[src/rtl/alu_multicycle_if.sv]
// Request/response bundle for alu_multicycle: valid/ready request side, valid/ready result side.
// The master drives operands and out_ready; the slave (ALU) drives in_ready, out_valid, result, zero.
interface alu_multicycle_if #(
  parameter int XLEN = 32
);
  logic            in_valid;
  logic            in_ready;
  logic [3:0]      alu_op;
  logic [XLEN-1:0] in_a;
  logic [XLEN-1:0] in_b;
  logic            out_valid;
  logic            out_ready;
  logic [XLEN-1:0] result;
  logic            zero;

  modport master (
    output in_valid, alu_op, in_a, in_b, out_ready,
    input  in_ready, out_valid, result, zero
  );

  modport slave (
    input  in_valid, alu_op, in_a, in_b, out_ready,
    output in_ready, out_valid, result, zero
  );
endinterface

[src/rtl/alu_multicycle.sv]
// Multicycle ALU: logic/add/sub finish one cycle after accept; mul/div take XLEN/ITER_BITS more.
// One op in flight; in_ready only in IDLE, and the result holds in DONE until out_ready.
module alu_multicycle #(
  parameter int XLEN      = 32,
  parameter int ITER_BITS = 1
) (
  input  logic            clk,
  input  logic            rst_n,
  alu_multicycle_if.slave io_alu
);
  localparam int STEPS = XLEN / ITER_BITS;
  localparam int CW    = $clog2(STEPS + 1);

  localparam logic [3:0] OP_AND   = 4'b0000;
  localparam logic [3:0] OP_OR    = 4'b0001;
  localparam logic [3:0] OP_ADD   = 4'b0010;
  localparam logic [3:0] OP_SUB   = 4'b0110;
  localparam logic [3:0] OP_MUL   = 4'b1000;
  localparam logic [3:0] OP_MULHU = 4'b1001;
  localparam logic [3:0] OP_DIVU  = 4'b1100;
  localparam logic [3:0] OP_REMU  = 4'b1101;

  typedef enum logic [1:0] {IDLE, BUSY, DONE} state_t;

  state_t          r_state;
  state_t          w_state_nxt;
  logic            r_div;
  logic            r_sel_hi;
  logic [XLEN-1:0] r_a;
  logic [XLEN-1:0] r_b;
  logic [XLEN-1:0] r_hi;
  logic [XLEN-1:0] r_lo;
  logic [XLEN-1:0] r_result;
  logic [CW-1:0]   r_cnt;

  logic            w_accept;
  logic            w_is_iter;
  logic            w_last;
  logic [XLEN-1:0] w_fast_res;
  logic [XLEN-1:0] w_hi_nxt;
  logic [XLEN-1:0] w_lo_nxt;

  assign w_accept  = (r_state == IDLE) && io_alu.in_valid;
  assign w_is_iter = (io_alu.alu_op == OP_MUL) || (io_alu.alu_op == OP_MULHU) ||
                     (((io_alu.alu_op == OP_DIVU) || (io_alu.alu_op == OP_REMU)) &&
                      (io_alu.in_b != '0));
  assign w_last    = (r_cnt == CW'(STEPS - 1));

  always_comb begin
    w_state_nxt = r_state;
    unique case (r_state)
      IDLE:    if (w_accept) w_state_nxt = w_is_iter ? BUSY : DONE;
      BUSY:    if (w_last) w_state_nxt = DONE;
      DONE:    if (io_alu.out_ready) w_state_nxt = IDLE;
      default: w_state_nxt = IDLE;
    endcase
  end

  // DIVU/REMU entries only matter for the divide-by-zero path.
  always_comb begin
    w_fast_res = '0;
    case (io_alu.alu_op)
      OP_AND:  w_fast_res = io_alu.in_a & io_alu.in_b;
      OP_OR:   w_fast_res = io_alu.in_a | io_alu.in_b;
      OP_ADD:  w_fast_res = io_alu.in_a + io_alu.in_b;
      OP_SUB:  w_fast_res = io_alu.in_a - io_alu.in_b;
      OP_DIVU: w_fast_res = '1;
      OP_REMU: w_fast_res = io_alu.in_a;
      default: w_fast_res = '0;
    endcase
  end

  // hi:lo is the product (shift-add, multiplier in lo) or remainder:quotient (restoring divide).
  always_comb begin
    logic [XLEN:0]   v_ext;
    logic [XLEN-1:0] v_hi;
    logic [XLEN-1:0] v_lo;
    v_ext = '0;
    v_hi  = r_hi;
    v_lo  = r_lo;
    for (int i = 0; i < ITER_BITS; i++) begin
      if (r_div) begin
        v_ext = {v_hi, v_lo[XLEN-1]};
        v_lo  = {v_lo[XLEN-2:0], 1'b0};
        if (v_ext >= {1'b0, r_b}) begin
          v_ext   = v_ext - {1'b0, r_b};
          v_lo[0] = 1'b1;
        end
        v_hi = v_ext[XLEN-1:0];
      end else begin
        v_ext = {1'b0, v_hi} + (v_lo[0] ? {1'b0, r_a} : '0);
        v_lo  = {v_ext[0], v_lo[XLEN-1:1]};
        v_hi  = v_ext[XLEN:1];
      end
    end
    w_hi_nxt = v_hi;
    w_lo_nxt = v_lo;
  end

  always_ff @(posedge clk) begin
    if (!rst_n) begin
      r_state  <= IDLE;
      r_div    <= 1'b0;
      r_sel_hi <= 1'b0;
      r_a      <= '0;
      r_b      <= '0;
      r_hi     <= '0;
      r_lo     <= '0;
      r_result <= '0;
      r_cnt    <= '0;
    end else begin
      r_state <= w_state_nxt;
      case (r_state)
        IDLE: begin
          if (w_accept) begin
            r_div    <= io_alu.alu_op[2];
            r_sel_hi <= io_alu.alu_op[0];
            r_a      <= io_alu.in_a;
            r_b      <= io_alu.in_b;
            r_hi     <= '0;
            r_lo     <= io_alu.alu_op[2] ? io_alu.in_a : io_alu.in_b;
            r_cnt    <= '0;
            if (!w_is_iter) r_result <= w_fast_res;
          end
        end
        BUSY: begin
          r_hi  <= w_hi_nxt;
          r_lo  <= w_lo_nxt;
          r_cnt <= r_cnt + 1'b1;
          if (w_last) begin
            r_result <= r_sel_hi ? w_hi_nxt : w_lo_nxt;
            r_cnt    <= '0;
          end
        end
        default: ;
      endcase
    end
  end

  assign io_alu.in_ready  = (r_state == IDLE);
  assign io_alu.out_valid = (r_state == DONE);
  assign io_alu.result    = r_result;
  assign io_alu.zero      = (r_result == '0);
endmodule

[src/flat_wrapper.sv]
// flat-port wrapper written by rule: the top's interface ports become plain ports
module alu_multicycle_flat 
#(
  parameter int XLEN      = 32,
  parameter int ITER_BITS = 1
)
  (clk, rst_n, io_alu_in_valid, io_alu_alu_op, io_alu_in_a, io_alu_in_b, io_alu_out_ready, io_alu_in_ready, io_alu_out_valid, io_alu_result, io_alu_zero);
  alu_multicycle_if #(.XLEN(XLEN)) io_alu_i ();
  input  logic clk;
  input  logic rst_n;
  input wire logic [$bits(io_alu_i.in_valid)-1:0] io_alu_in_valid;
  input wire logic [$bits(io_alu_i.alu_op)-1:0] io_alu_alu_op;
  input wire logic [$bits(io_alu_i.in_a)-1:0] io_alu_in_a;
  input wire logic [$bits(io_alu_i.in_b)-1:0] io_alu_in_b;
  input wire logic [$bits(io_alu_i.out_ready)-1:0] io_alu_out_ready;
  output wire logic [$bits(io_alu_i.in_ready)-1:0] io_alu_in_ready;
  output wire logic [$bits(io_alu_i.out_valid)-1:0] io_alu_out_valid;
  output wire logic [$bits(io_alu_i.result)-1:0] io_alu_result;
  output wire logic [$bits(io_alu_i.zero)-1:0] io_alu_zero;
  assign io_alu_i.in_valid = io_alu_in_valid;
  assign io_alu_i.alu_op = io_alu_alu_op;
  assign io_alu_i.in_a = io_alu_in_a;
  assign io_alu_i.in_b = io_alu_in_b;
  assign io_alu_i.out_ready = io_alu_out_ready;
  assign io_alu_in_ready = io_alu_i.in_ready;
  assign io_alu_out_valid = io_alu_i.out_valid;
  assign io_alu_result = io_alu_i.result;
  assign io_alu_zero = io_alu_i.zero;
  alu_multicycle #(.XLEN(XLEN), .ITER_BITS(ITER_BITS)) u_core (.clk(clk), .rst_n(rst_n), .io_alu(io_alu_i));
endmodule
[config.mk]
export PLATFORM = sky130hd
export DESIGN_NAME = alu_multicycle_flat
export DESIGN_NICKNAME = d
export VERILOG_FILES = /design/src/rtl/alu_multicycle_if.sv /design/src/rtl/alu_multicycle.sv /design/src/flat_wrapper.sv
export SDC_FILE = /design/constraint.sdc
export NUM_CORES = 1
export LEC_CHECK = 0
export CAP_MARGIN = 20
export CORE_UTILIZATION = 50
export DETAILED_ROUTE_END_ITERATION = 10
export PLACE_DENSITY = 0.81
export SYNTH_ARGS = -nofsm -noshare
export SYNTH_HDL_FRONTEND = slang
export SYNTH_SLANG_ARGS = --single-unit
[constraint.sdc]
create_clock -name clk -period 5.59 [get_ports clk]
set_input_delay 0.8385 -clock clk [delete_from_list [all_inputs] [get_ports clk]]
set_output_delay 0.8385 -clock clk [all_outputs]
set_load 0.02 [all_outputs]
==> results by group <==
Critical path
  – Crit path kind: input pin to flop
  – Worst r2r src: u_core.r_b[3]$_SDFFE_PN0P_
  – Crit path max fanout: 6
  – Reg2reg setup slack: 1100 ps
  – Worst R2R End: u_core.io_alu.result[18]$_SDFFE_PN0P_
  – R2R cell count: 12
  – Crit path required time: 5910 ps
  – Type of origin of the critical path: input pin
  – Endpoint type of the worst setup path: flop
  – Arr. time, crit path: 5510 ps

Synth
  – Synth unique cells: between 80 and 90
  – Post-synth top area share: between 20% and 30%
  – Sequential share of the synthesized area: 21.98%
  – Leading area contributor after synthesis: dfxtp_1
  – Top FF cell, synth: dfxtp_1
  – Dominant cells by area after synthesis: dfxtp_1, ha_1, nand2_1, a21boi_0, a21oi_1
  – Synth Register Bits: 170
  – Synth Net Count: between 2000 and 2500
  – Most frequent cell after synthesis: nand2_1
  – Mean Syn Cell Area: ~7.5 um^2
  – Gate count after technology mapping: roughly 2100
  – Post-Syn Area: 15490 um^2
  – Post-synth EDFFs: 0
  – Async S/R FF share, synth: 0%
  – Yosys warns: 0
  – Most common library cells after synthesis: nand2_1, dfxtp_1, a21oi_1

Global routing
  – Gr busiest metal: met2
  – Global-route wire length before repair: slightly above 80000 um
  – Pin count of the biggest net entering global routing: 91
  – Met2 Track Usage GR: around half
  – GRT Overall Usage: 33.70%
  – Total gr overflow: 0
  – GR Util met3: 6.479%
  – Met1 Use GR: 46.80%
  – Initial antenna violation count: 0
  – Vias in the first global route: 14810

Hold path
  – Hold path depth: 2
  – HP Start: u_core.r_a[2]$_SDFFE_PN0P_
  – Hold endpoint: u_core.r_a[2]$_SDFFE_PN0P_
  – Type of the most critical hold path: flop to flop

STA
  – Endpoints failing setup: 0
  – Max transition margin: 24.18%
  – Fin crit share: 92.86%
  – RSZ-0062 raised after global routing: false
  – Total negative setup slack: 0 ps
  – Max Slew Vio Count: 0
  – Min Hold Slack: roughly 460 ps
  – Max Clk Rate: 192.6 MHz
  – Post-route clock skew: 14.10 ps
  – Crit path time final: 5191 ps
  – Final hold violations: 0
  – Slew @ Worst Pin: 1136 ps

Floorplan
  – Core Footprint: 30510 um^2
  – Die X: between 150 and 200 um
  – DIE HEIGHT: 178.0 um
  – Io pins: 107
  – Die area: 31680 um^2
  – Num rows: between 60 and 70
  – Initial core utilization: 50.76%

Route
  – Via count: 16300
  – First-pass iteration count of the detailed router: 7
  – Antenna Nets Post-Route: 0
  – Vias per inst: around 6.5
  – # DRC: 0
  – Final wirelength: 54190 um
  – DR WL/cell: 21.69 um
  – Drt initial violations: 2288

Clock network
  – Post-CTS sizing: 0
  – TritonCTS Sinks: 170
  – Postcts setup bufs: 0
  – CTS max path bufs: 2
  – Reg clk slew, reported paths: 70 ps
  – Clock Latency Late Sink: between 400 and 500 ps
  – # H-tree levels: 4
  – CTS tree: done
  – Clock root buffer master: clkbuf_16
  – Post-CTS Hold Fix Bufs: 0
  – CTS Buf Count: 17

Placement
  – # port buffers: 106
  – Post-DP HPWL: 40750 um
  – Final Wtd Congestion: 0.9976

Power and ir drop
  – Switching power: 1.554 mW
  – VDD IR max: ~0.00015 V
  – Part of the power in combinational logic: a little over a third
  – Pleak: about 7.0 nW
  – Switching Fraction: 38.21%
  – Clock Power Share: 30.3%
  – P_int: 2.513 mW
  – PwrDens: 233.7 nW/um^2
  – Fraction of power consumed by sequential logic: 34.5%

Final layout
  – Share of layout cells above drive strength 1: 5.611%
  – Fin nets: 2264
  – # diodes: 0
  – Area growth syn-to-layout: 12.38%

Run status
  – Outcome: completed

Run
  – Total of max-cap violations: 0
-- metal layers --
layer / vias up / wire, um
met3: 155 / 6164
met5: - / 0
met4: 0 / 2312
li1: 7521 / -
met2: 1046 / 23250
met1: 7582 / 22470
-- cells in the final DEF (no fill, tap or decap), types with 17 or more instances in the layout --
| cell type | count |
|---|---|
| a211o_1 | 24 |
| a211oi_1 | 21 |
| a21boi_0 | 123 |
| a21o_1 | 46 |
| a21oi_1 | 167 |
| a31oi_1 | 23 |
| and2_1 | 47 |
| buf_4 | 36 |
| clkbuf_16 | 17 |
| clkdlybuf4s50_1 | 104 |
| dfxtp_1 | 169 |
| ha_1 | 99 |
| inv_1 | 66 |
| maj3_1 | 30 |
| mux2_2 | 17 |
| mux2i_1 | 66 |
| nand2_1 | 301 |
| nand3_1 | 33 |
| nand4_1 | 17 |
| nor2_1 | 91 |
| nor2b_1 | 30 |
| nor3_1 | 17 |
| o211ai_1 | 32 |
| o21ai_0 | 144 |
| o21bai_1 | 23 |
| o22ai_1 | 19 |
| xnor2_1 | 60 |
| xor2_1 | 50 |
-- power by group through the flow --
stage / Combinational [mW] / Clock (mW) / Sequential (mW)
after floorplan: 0.916 / 0 / 1.41
after global placement: 1.35 / 0 / 1.42
after detailed placement: 1.38 / 0 / 1.42
after CTS: 1.39 / 1.23 / 1.40
after global routing: 1.53 / 1.29 / 1.41
final: 1.43 / 1.23 / 1.40
-- cell type report --
class	instances	area [um^2]
repair buffers	143	1351
clock buffers	18	439.2
fillers	2742	13110
clock inverters	14	168.9
well taps	396	495.5
inverters	67	251.5
flip-flops and latches	170	3407
multi-input cells	1691	11290
-- worst max-delay path, cell delays in order --
cell             delay [ps]
clkdlybuf4s50_1         530
nor4_1                  630
nand2_1                 290
nor2_1                  300
a21oi_1                 130
xnor2_1                 150
ha_1                    380
and3_1                  230
and4_1                  220
a2111oi_0               600
buf_4                   230
o31a_1                  210
o21ai_1                 160
a41o_1                  280
xnor2_1                 120
a21oi_1                 140
a21oi_1                  80
-- stage by stage --
step	std cells	power, mW	cell area [um^2]	setup slack, ps	util (%)
6_report	2499	4.067	17400	398.9	57.04
5_1_grt	2499	4.230	17400	38.72	57.04
4_1_cts	2498	4.020	17390	454.2	56.99
3_5_place_dp	2466	2.803	16780	18.31	55.00
3_3_place_gp	2466	2.772	16780	102.4	55.00
2_1_floorplan	2064	2.325	15490	635.2	-
-- worst max path at each step --
stage / from / to / slack [ps]
after floorplan: io_alu_alu_op[2] / u_core.io_alu.result[31]$_SDFFE_PN0P_ / 640
after global placement: io_alu_in_b[4] / u_core.io_alu.result[31]$_SDFFE_PN0P_ / 100
after detailed placement: io_alu_in_b[4] / u_core.io_alu.result[31]$_SDFFE_PN0P_ / 20
after CTS: io_alu_in_b[4] / u_core.io_alu.result[31]$_SDFFE_PN0P_ / 450
after global routing: io_alu_in_b[4] / u_core.io_alu.result[31]$_SDFFE_PN0P_ / 40
final: io_alu_in_b[4] / u_core.io_alu.result[31]$_SDFFE_PN0P_ / 400
-- logic make-up (layout without fill, tap and decap cells) --
family                     count (synthesis)  count (layout)  share of synthesized area (%)
AOI/OAI and AO/OA                        749             749                          32.03
xor gates and xnor gates                 110             110                          6.221
adders and majority gates                132             132                          10.33
buffers and inverters                    203             242                          5.203
DFF                                      170             170                          21.98
muxes                                     85              85                          5.720
and+or+nand+nor                          615             615                          18.53
-- state kept, by name, indices dropped and copies added, names as in the netlist --
register,count
u_core.io_alu.result,32
u_core.r_a,32
u_core.r_b,32
u_core.r_hi,32
u_core.r_lo,32
u_core.r_cnt,6
u_core.r_state,2
u_core.r_div,1
u_core.r_sel_hi,1
(Power assumes the default switching activity.)
